## config.mk

```make
export PLATFORM = sky130hd
export DESIGN_NAME = spi_slave_regfile_flat
export DESIGN_NICKNAME = d
export VERILOG_FILES = /design/src/rtl/spi_slave_regfile_if.sv /design/src/rtl/spi_slave_regfile.sv /design/src/flat_wrapper.sv
export SDC_FILE = /design/constraint.sdc
export NUM_CORES = 1
export LEC_CHECK = 0
export BUFFER_PORTS_ARGS = -buffer_cell sky130_fd_sc_hd__buf_2
export CAP_MARGIN = 5
export CORE_UTILIZATION = 57
export CTS_CLUSTER_SIZE = 20
export DETAILED_ROUTE_END_ITERATION = 12
export GPL_ROUTABILITY_DRIVEN = 0
export PLACE_DENSITY = 0.81
export SETUP_SLACK_MARGIN = 0.2
export SYNTH_ARGS = -nofsm -noshare
export SYNTH_HDL_FRONTEND = slang
export SYNTH_SLANG_ARGS = --single-unit
```

## constraint.sdc

```tcl
create_clock -name axi_aclk -period 9.1 [get_ports axi_aclk]
set_input_delay 2.275 -clock axi_aclk [delete_from_list [all_inputs] [get_ports axi_aclk]]
set_output_delay 2.275 -clock axi_aclk [all_outputs]
set_load 0.01 [all_outputs]
```

## src/rtl/spi_slave_regfile_if.sv

```systemverilog
// SPI pin bundle between the PS SPI master and the PL register-file responder.
//   spi_sclk    : SPI clock, driven by the master
//   spi_cs_n    : chip select, active low, driven by the master
//   spi_mosi    : master-out/slave-in data
//   spi_miso    : slave-out/master-in data
//   spi_miso_oe : MISO output enable from the slave
interface spi_slave_regfile_if;
    logic spi_sclk;
    logic spi_cs_n;
    logic spi_mosi;
    logic spi_miso;
    logic spi_miso_oe;

    modport slave (
        input  spi_sclk,
        input  spi_cs_n,
        input  spi_mosi,
        output spi_miso,
        output spi_miso_oe
    );

    modport master (
        output spi_sclk,
        output spi_cs_n,
        output spi_mosi,
        input  spi_miso,
        input  spi_miso_oe
    );
endinterface

```

## src/rtl/spi_slave_regfile.sv

```systemverilog
// SPI mode-0 responder with a byte-wide register file and burst auto-increment.
// SCLK/CS_N/MOSI are oversampled on axi_aclk (which must be >= 8x SCLK).
// Protocol: first byte {rnw, a[6:0]}, then data bytes written to / read from
// consecutive registers starting at a[ADDR_W-1:0], wrapping modulo 2**ADDR_W.
// Ports:
//   axi_aclk    : system clock
//   axi_areset  : asynchronous active-high reset
//   spi         : SPI pin bundle (slave modport)
//   wr_stb      : one-cycle pulse per register written over SPI
//   wr_addr     : address of the last write, valid with wr_stb
//   wr_data     : data of the last write, valid with wr_stb
//   regs_flat   : all registers, reg[i] = regs_flat[8i+7:8i]
module spi_slave_regfile #(
    parameter int unsigned ADDR_W    = 4,
    parameter logic [7:0]  RESET_VAL = 8'h00
) (
    input  logic                        axi_aclk,
    input  logic                        axi_areset,
    spi_slave_regfile_if.slave          spi,
    output logic                        wr_stb,
    output logic [ADDR_W-1:0]           wr_addr,
    output logic [7:0]                  wr_data,
    output logic [8*(2**ADDR_W)-1:0]    regs_flat
);

    localparam int unsigned NumRegs = 2 ** ADDR_W;

    typedef enum logic [1:0] {
        StIdle,
        StCmd,
        StWr,
        StRd
    } state_e;

    state_e state_q, state_d;

    // Synchronizers. cs_n resets low on purpose: together with armed_q this makes
    // a transaction already in flight at reset release invisible until cs_n has
    // been seen high at least once.
    logic [1:0] sclk_sync_q;
    logic       sclk_hist_q;
    logic [1:0] cs_sync_q;
    logic [1:0] mosi_sync_q;
    logic       armed_q, armed_d;

    logic       sclk_s, cs_n_s, mosi_s;
    logic       sclk_rise, sclk_fall;

    logic [2:0]        bit_cnt_q, bit_cnt_d;
    logic [6:0]        rx_sr_q, rx_sr_d;
    logic [7:0]        tx_sr_q, tx_sr_d;
    logic [ADDR_W-1:0] addr_q, addr_d;
    logic              wr_stb_q, wr_stb_d;
    logic [ADDR_W-1:0] wr_addr_q, wr_addr_d;
    logic [7:0]        wr_data_q, wr_data_d;
    logic [7:0]        regs_q [NumRegs];

    logic              byte_done;
    logic [7:0]        rx_byte;
    logic [ADDR_W-1:0] cmd_addr;
    logic              reg_we;

    always_ff @(posedge axi_aclk or posedge axi_areset) begin
        if (axi_areset) begin
            sclk_sync_q <= 2'b00;
            sclk_hist_q <= 1'b0;
            cs_sync_q   <= 2'b00;
            mosi_sync_q <= 2'b00;
            armed_q     <= 1'b0;
        end else begin
            sclk_sync_q <= {sclk_sync_q[0], spi.spi_sclk};
            sclk_hist_q <= sclk_sync_q[1];
            cs_sync_q   <= {cs_sync_q[0], spi.spi_cs_n};
            mosi_sync_q <= {mosi_sync_q[0], spi.spi_mosi};
            armed_q     <= armed_d;
        end
    end

    assign sclk_s    = sclk_sync_q[1];
    assign cs_n_s    = cs_sync_q[1];
    assign mosi_s    = mosi_sync_q[1];
    assign sclk_rise = sclk_s & ~sclk_hist_q;
    assign sclk_fall = ~sclk_s & sclk_hist_q;
    assign armed_d   = armed_q | cs_n_s;

    // Byte assembled from the seven already-shifted bits and the bit on this rise.
    assign rx_byte   = {rx_sr_q, mosi_s};
    assign cmd_addr  = rx_byte[ADDR_W-1:0];
    assign byte_done = sclk_rise & (bit_cnt_q == 3'd7);

    // FSM: state register.
    always_ff @(posedge axi_aclk or posedge axi_areset) begin
        if (axi_areset) begin
            state_q <= StIdle;
        end else begin
            state_q <= state_d;
        end
    end

    // FSM: next state. A deasserted cs_n wins over everything.
    always_comb begin
        state_d = state_q;
        if (cs_n_s) begin
            state_d = StIdle;
        end else begin
            unique case (state_q)
                StIdle: if (armed_q) state_d = StCmd;
                StCmd:  if (byte_done) state_d = rx_byte[7] ? StRd : StWr;
                StWr:   state_d = StWr;
                StRd:   state_d = StRd;
            endcase
        end
    end

    // FSM: datapath controls and next values.
    always_comb begin
        bit_cnt_d = bit_cnt_q;
        rx_sr_d   = rx_sr_q;
        tx_sr_d   = tx_sr_q;
        addr_d    = addr_q;
        reg_we    = 1'b0;
        wr_stb_d  = 1'b0;
        wr_addr_d = wr_addr_q;
        wr_data_d = wr_data_q;

        if (state_q == StIdle || cs_n_s) begin
            // Partial bytes are dropped and the shifters cleared between transactions.
            bit_cnt_d = 3'd0;
            rx_sr_d   = 7'd0;
            tx_sr_d   = 8'd0;
        end else begin
            if (sclk_rise) begin
                bit_cnt_d = bit_cnt_q + 3'd1;
                rx_sr_d   = rx_byte[6:0];
            end
            unique case (state_q)
                StIdle: ;
                StCmd: begin
                    if (byte_done) begin
                        if (rx_byte[7]) begin
                            tx_sr_d = regs_q[cmd_addr];
                            addr_d  = cmd_addr + ADDR_W'(1);
                        end else begin
                            addr_d  = cmd_addr;
                        end
                    end
                end
                StWr: begin
                    if (byte_done) begin
                        reg_we    = 1'b1;
                        wr_stb_d  = 1'b1;
                        wr_addr_d = addr_q;
                        wr_data_d = rx_byte;
                        addr_d    = addr_q + ADDR_W'(1);
                    end
                end
                StRd: begin
                    if (byte_done) begin
                        tx_sr_d = regs_q[addr_q];
                        addr_d  = addr_q + ADDR_W'(1);
                    end else if (sclk_fall && bit_cnt_q != 3'd0) begin
                        // The fall right after a reload must not shift, or bit 7 is lost.
                        tx_sr_d = {tx_sr_q[6:0], 1'b0};
                    end
                end
            endcase
        end
    end

    always_ff @(posedge axi_aclk or posedge axi_areset) begin
        if (axi_areset) begin
            bit_cnt_q <= 3'd0;
            rx_sr_q   <= 7'd0;
            tx_sr_q   <= 8'd0;
            addr_q    <= '0;
            wr_stb_q  <= 1'b0;
            wr_addr_q <= '0;
            wr_data_q <= 8'd0;
        end else begin
            bit_cnt_q <= bit_cnt_d;
            rx_sr_q   <= rx_sr_d;
            tx_sr_q   <= tx_sr_d;
            addr_q    <= addr_d;
            wr_stb_q  <= wr_stb_d;
            wr_addr_q <= wr_addr_d;
            wr_data_q <= wr_data_d;
        end
    end

    always_ff @(posedge axi_aclk or posedge axi_areset) begin
        if (axi_areset) begin
            for (int i = 0; i < NumRegs; i++) begin
                regs_q[i] <= RESET_VAL;
            end
        end else if (reg_we) begin
            regs_q[addr_q] <= rx_byte;
        end
    end

    for (genvar i = 0; i < NumRegs; i++) begin : g_flat
        assign regs_flat[8*i +: 8] = regs_q[i];
    end

    assign spi.spi_miso    = tx_sr_q[7];
    assign spi.spi_miso_oe = armed_q & ~cs_n_s;
    assign wr_stb          = wr_stb_q;
    assign wr_addr         = wr_addr_q;
    assign wr_data         = wr_data_q;

endmodule

```

## src/flat_wrapper.sv

```systemverilog
// flat-port wrapper written by rule: the top's interface ports become plain ports
module spi_slave_regfile_flat 
#(
    parameter int unsigned ADDR_W    = 4,
    parameter logic [7:0]  RESET_VAL = 8'h00
)
  (axi_aclk, axi_areset, wr_stb, wr_addr, wr_data, regs_flat, spi_spi_sclk, spi_spi_cs_n, spi_spi_mosi, spi_spi_miso, spi_spi_miso_oe);
  spi_slave_regfile_if spi_i ();
  input  logic axi_aclk;
  input  logic axi_areset;
  output logic wr_stb;
  output logic [ADDR_W-1:0] wr_addr;
  output logic [7:0] wr_data;
  output logic [8*(2**ADDR_W)-1:0] regs_flat;
  input wire logic [$bits(spi_i.spi_sclk)-1:0] spi_spi_sclk;
  input wire logic [$bits(spi_i.spi_cs_n)-1:0] spi_spi_cs_n;
  input wire logic [$bits(spi_i.spi_mosi)-1:0] spi_spi_mosi;
  output wire logic [$bits(spi_i.spi_miso)-1:0] spi_spi_miso;
  output wire logic [$bits(spi_i.spi_miso_oe)-1:0] spi_spi_miso_oe;
  assign spi_i.spi_sclk = spi_spi_sclk;
  assign spi_i.spi_cs_n = spi_spi_cs_n;
  assign spi_i.spi_mosi = spi_spi_mosi;
  assign spi_spi_miso = spi_i.spi_miso;
  assign spi_spi_miso_oe = spi_i.spi_miso_oe;
  spi_slave_regfile #(.ADDR_W(ADDR_W), .RESET_VAL(RESET_VAL)) u_core (.axi_aclk(axi_aclk), .axi_areset(axi_areset), .spi(spi_i), .wr_stb(wr_stb), .wr_addr(wr_addr), .wr_data(wr_data), .regs_flat(regs_flat));
endmodule
```

==> results.txt <==
Peak supply drop: 0.000132 V. The total number of yosys warnings is 0. The initial antenna violation count was 0. On the final layout, the worst clock skew is 0.0112 ns. The tool flagged a number of max-cap violations equal to 0.

The first global-routing pass estimated 39800 µm of wire. The clock period could shrink to 3.51 ns. Summed over all nets, the half-perimeter wirelength after detailed placement is 16200 µm. The run gives 33.4% as the total routing resource utilization after global routing. The count of port buffers added during placement was 147. The run gives 6890 as the via count of the first global-routing pass. Sequential cells were found to cover 48.2% of the synthesized design area. Together, buffers and inverters on the worst path number 3. Endpoint class of the critical path: an async pin.

The run gives 9.53 ns as the critical path required time. The dominant register cell in the synthesized netlist is sky130_fd_sc_hd__dfrtp_1. The logs give 0 for the count of hold buffers inserted by post-cts repair and 1132 for the number of inserted filler cells in the final layout.

In this run the clock root is driven by a sky130_fd_sc_hd__clkbuf_16. Along the worst path, the maximum fanout reaches 116. Max-slew violation count: 0.

For the hold violation count in the final report, the log shows 0. The final setup violation count is 0, and the pin count of the biggest net entering global routing is 117. The flow ran to the end, and the final reports show no timing, DRC or antenna violations. On the worst path, the slowest cell contributes a delay of 0.74 ns. Start point of the critical path: axi_areset. The clock net in this run drives a total of 173 sinks. The worst slew margin relative to its limit was 3.40%. The critical path goes through buf_2 -> inv_6 -> buf_4. For the pin with the worst max-slew slack, the measured transition is 1.44 ns.

The number of nets in the synthesized netlist is 688. The cell taking the most area after synthesis was sky130_fd_sc_hd__dfrtp_1. For this block, the routed nets add up to 25700 µm of wire.

Setup repair after global routing left no endpoint under its margin. The synthesized area per cell came out at 13.3 µm². In this run, distinct cell masters in the synthesized netlist total 54. The logs give 808 for the number of nets in the final layout and 6728 for the number of vias after detailed routing. The first-pass iteration count of the detailed router was 5; the count of nets left with antenna violations after detail routing was 0. The cell family contributing the most delay on the critical path is buffers and inverters.

The mapped netlist covers 8980 µm². For the worst-skew pair, the clock arrives at the later sink with an insertion delay of 0.43 ns. Setup total negative slack on the finished layout was measured at 0 ns.

Flip-flop and latch count after synthesis: 173. The proportion of register bits with asynchronous set or reset after synthesis was 100%; the starting density of the core was 58.6%. Gates resized during post-CTS repair numbered 0.

TritonCTS built the clock tree. Prior to clock tree synthesis, the placed netlist has a worst setup slack of 5.09 ns. In this run the power density over the cells is 156 nW/µm². For the worst setup path, the data arrival time is 3.94 ns. The largest buffer count on any clock path was 2. The H-tree generated during clock tree synthesis spans 4 levels.

The routed wire length per instance is 25.2 µm, and the I/O pin total is 148. The total global routing overflow is 0. The worst setup path is launched from a primary input. The summed area of non-filler cells in the final layout is 10400 µm², and the area growth from synthesis to layout is 16.1%.

The die is 128 µm wide. After detailed placement, the total cell area comes to 9770 µm². The tools report the number of placement rows as 45. The class of the tightest hold or removal check is register to register. The sequential cell area was 4330 µm². After floorplanning, the core was sized to cover 15300 µm². The final critical path takes up 38.5% of the cycle.

The detailed router's first-iteration violation count is 760. After synthesis, the cell types taking the most area are sky130_fd_sc_hd__dfrtp_1, sky130_fd_sc_hd__mux2_2, sky130_fd_sc_hd__mux4_2. The area occupied by multi-input gates is 4350 µm².

Post-synthesis instance total: 675. The die is 128 µm tall. The post-detailed-route DRC marker count was 0. The logs give 5.59 ns for the post-layout worst setup margin and 16300 µm² for the floorplan die area. Cells with a size suffix above 1 make up 48.6% of the layout.

The worst setup path is of the primary input to async pin kind. The static power due to leakage is 5.08 nW, and the top achievable clock speed is 285 MHz. 0 antenna diodes ended up in the layout.

In this run the critical register-to-register path is launched from u_core.bit_cnt_q[0]. In this run the post-CTS setup repair buffer count came out at 0. Of the post-synthesis cell area, the dominant cell type holds 48.2%. After clock tree synthesis, the clock-pin slew on the worst setup and hold paths is 0.06 ns. The number of enable-type register cells in the synthesized netlist was 0.

The tools report the number of buffers created by CTS as 17. In this run the most critical hold path is launched from u_core.mosi_sync_q[0]. For this design, the slowest cell found on the critical path is sky130_fd_sc_hd__buf_4. The routed via count divided by cell count was 6.61.
-- per-layer routing --
layer	track usage (%)	vias up	routed length [µm]
met1	43.7	3455	10100
li1	-	2776	-
met3	7.45	99	2080
met2	52.4	398	12300
met5	0	-	0
met4	18.3	0	1170
-- report_power, final --
group	switching, W	internal, W	total (W)
sequential	0.00000270	0.000771	0.000774
clock	0.000298	0.000519	0.000817
combinational	0.0000283	0.00000838	0.0000367
total	0.000329	0.00130	0.00163
-- Yosys cell counts, types with 7 or more instances --
| master | instances |
|---|---|
| sky130_fd_sc_hd__a21oi_1 | 14 |
| sky130_fd_sc_hd__buf_2 | 15 |
| sky130_fd_sc_hd__clkbuf_1 | 26 |
| sky130_fd_sc_hd__dfrtp_1 | 173 |
| sky130_fd_sc_hd__ha_1 | 8 |
| sky130_fd_sc_hd__inv_1 | 8 |
| sky130_fd_sc_hd__mux2_2 | 141 |
| sky130_fd_sc_hd__mux2i_1 | 33 |
| sky130_fd_sc_hd__mux4_2 | 45 |
| sky130_fd_sc_hd__nand2_1 | 41 |
| sky130_fd_sc_hd__nand2_2 | 12 |
| sky130_fd_sc_hd__nand2b_1 | 7 |
| sky130_fd_sc_hd__nand3_1 | 13 |
| sky130_fd_sc_hd__nor2_1 | 15 |
| sky130_fd_sc_hd__nor2b_1 | 7 |
| sky130_fd_sc_hd__o21ai_0 | 20 |
| sky130_fd_sc_hd__o22ai_1 | 12 |
-- final timing paths --
kind,endpoint,slack (ns),depth (start not counted)
min in group asynchronous,u_core.wr_data[4],2.09,2
max in group axi_aclk,spi_spi_miso_oe,5.67,2
setup / recovery,u_core.addr_q[1],5.59,3
hold / removal,u_core.mosi_sync_q[1],0.35,0
setup reg to reg,u_core.regs_flat[24],5.78,7
hold reg to reg,u_core.mosi_sync_q[1],0.35,0
-- cell type report --
| type | count | share of cell area (%) |
|---|---|---|
| Clock buffer | 19 | 4.25 |
| Tap cell | 211 | 2.53 |
| Clock inverter | 12 | 2.09 |
| Multi-Input combinational cell | 441 | 41.7 |
| Timing Repair Buffer | 153 | 7.49 |
| Sequential cell | 173 | 41.5 |
| Inverter | 9 | 0.372 |
-- metrics by stage --
step	total power [W]	cells	hold WS [ns]	util, %
after global routing	0.00167	1018	0.367	68.1
after CTS	0.00163	1018	0.354	68.1
final	0.00163	1018	0.352	68.1
after global placement	0.000824	987	0.335	63.8
after detailed placement	0.000825	987	0.337	63.8
after floorplan	0.000816	675	0.331	-
-- layout by cell type, fill, tap and decap left out, types with 8 or more instances in the layout --
master / Yosys / final
sky130_fd_sc_hd__nand2_2: 12 / 12
sky130_fd_sc_hd__o22ai_1: 12 / 12
sky130_fd_sc_hd__a21oi_1: 14 / 14
sky130_fd_sc_hd__mux4_2: 45 / 45
sky130_fd_sc_hd__clkbuf_16: 0 / 17
sky130_fd_sc_hd__buf_2: 15 / 147
sky130_fd_sc_hd__mux2i_1: 33 / 33
sky130_fd_sc_hd__nor2_1: 15 / 15
sky130_fd_sc_hd__dfrtp_1: 173 / 170
sky130_fd_sc_hd__o21ai_0: 20 / 20
sky130_fd_sc_hd__nand2_1: 41 / 41
sky130_fd_sc_hd__nand3_1: 13 / 13
sky130_fd_sc_hd__mux2_2: 141 / 141
sky130_fd_sc_hd__ha_1: 8 / 8
-- registers in the layout, indices dropped and copies added (netlist names), 2 cells and up --
| name | count |
|---|---|
| u_core.wr_data | 8 |
| u_core.state_q | 2 |
| u_core.tx_sr_q | 8 |
| u_core.cs_sync_q | 2 |
| u_core.wr_addr | 4 |
| u_core.rx_sr_q | 7 |
| u_core.addr_q | 4 |
| u_core.sclk_sync_q | 2 |
| u_core.regs_flat | 128 |
| u_core.bit_cnt_q | 3 |
| u_core.mosi_sync_q | 2 |
-- logic make-up after synthesis --
family	Yosys count	share of synthesized area, %
compound gates	85	6.42
mux	225	33.9
flops	173	48.2
xor+xnor	3	0.293
simple gates	120	6.74
fa+ha+maj	8	1.11
buf+inv	61	3.32
No activity file was read; power rests on OpenSTA's default activity.
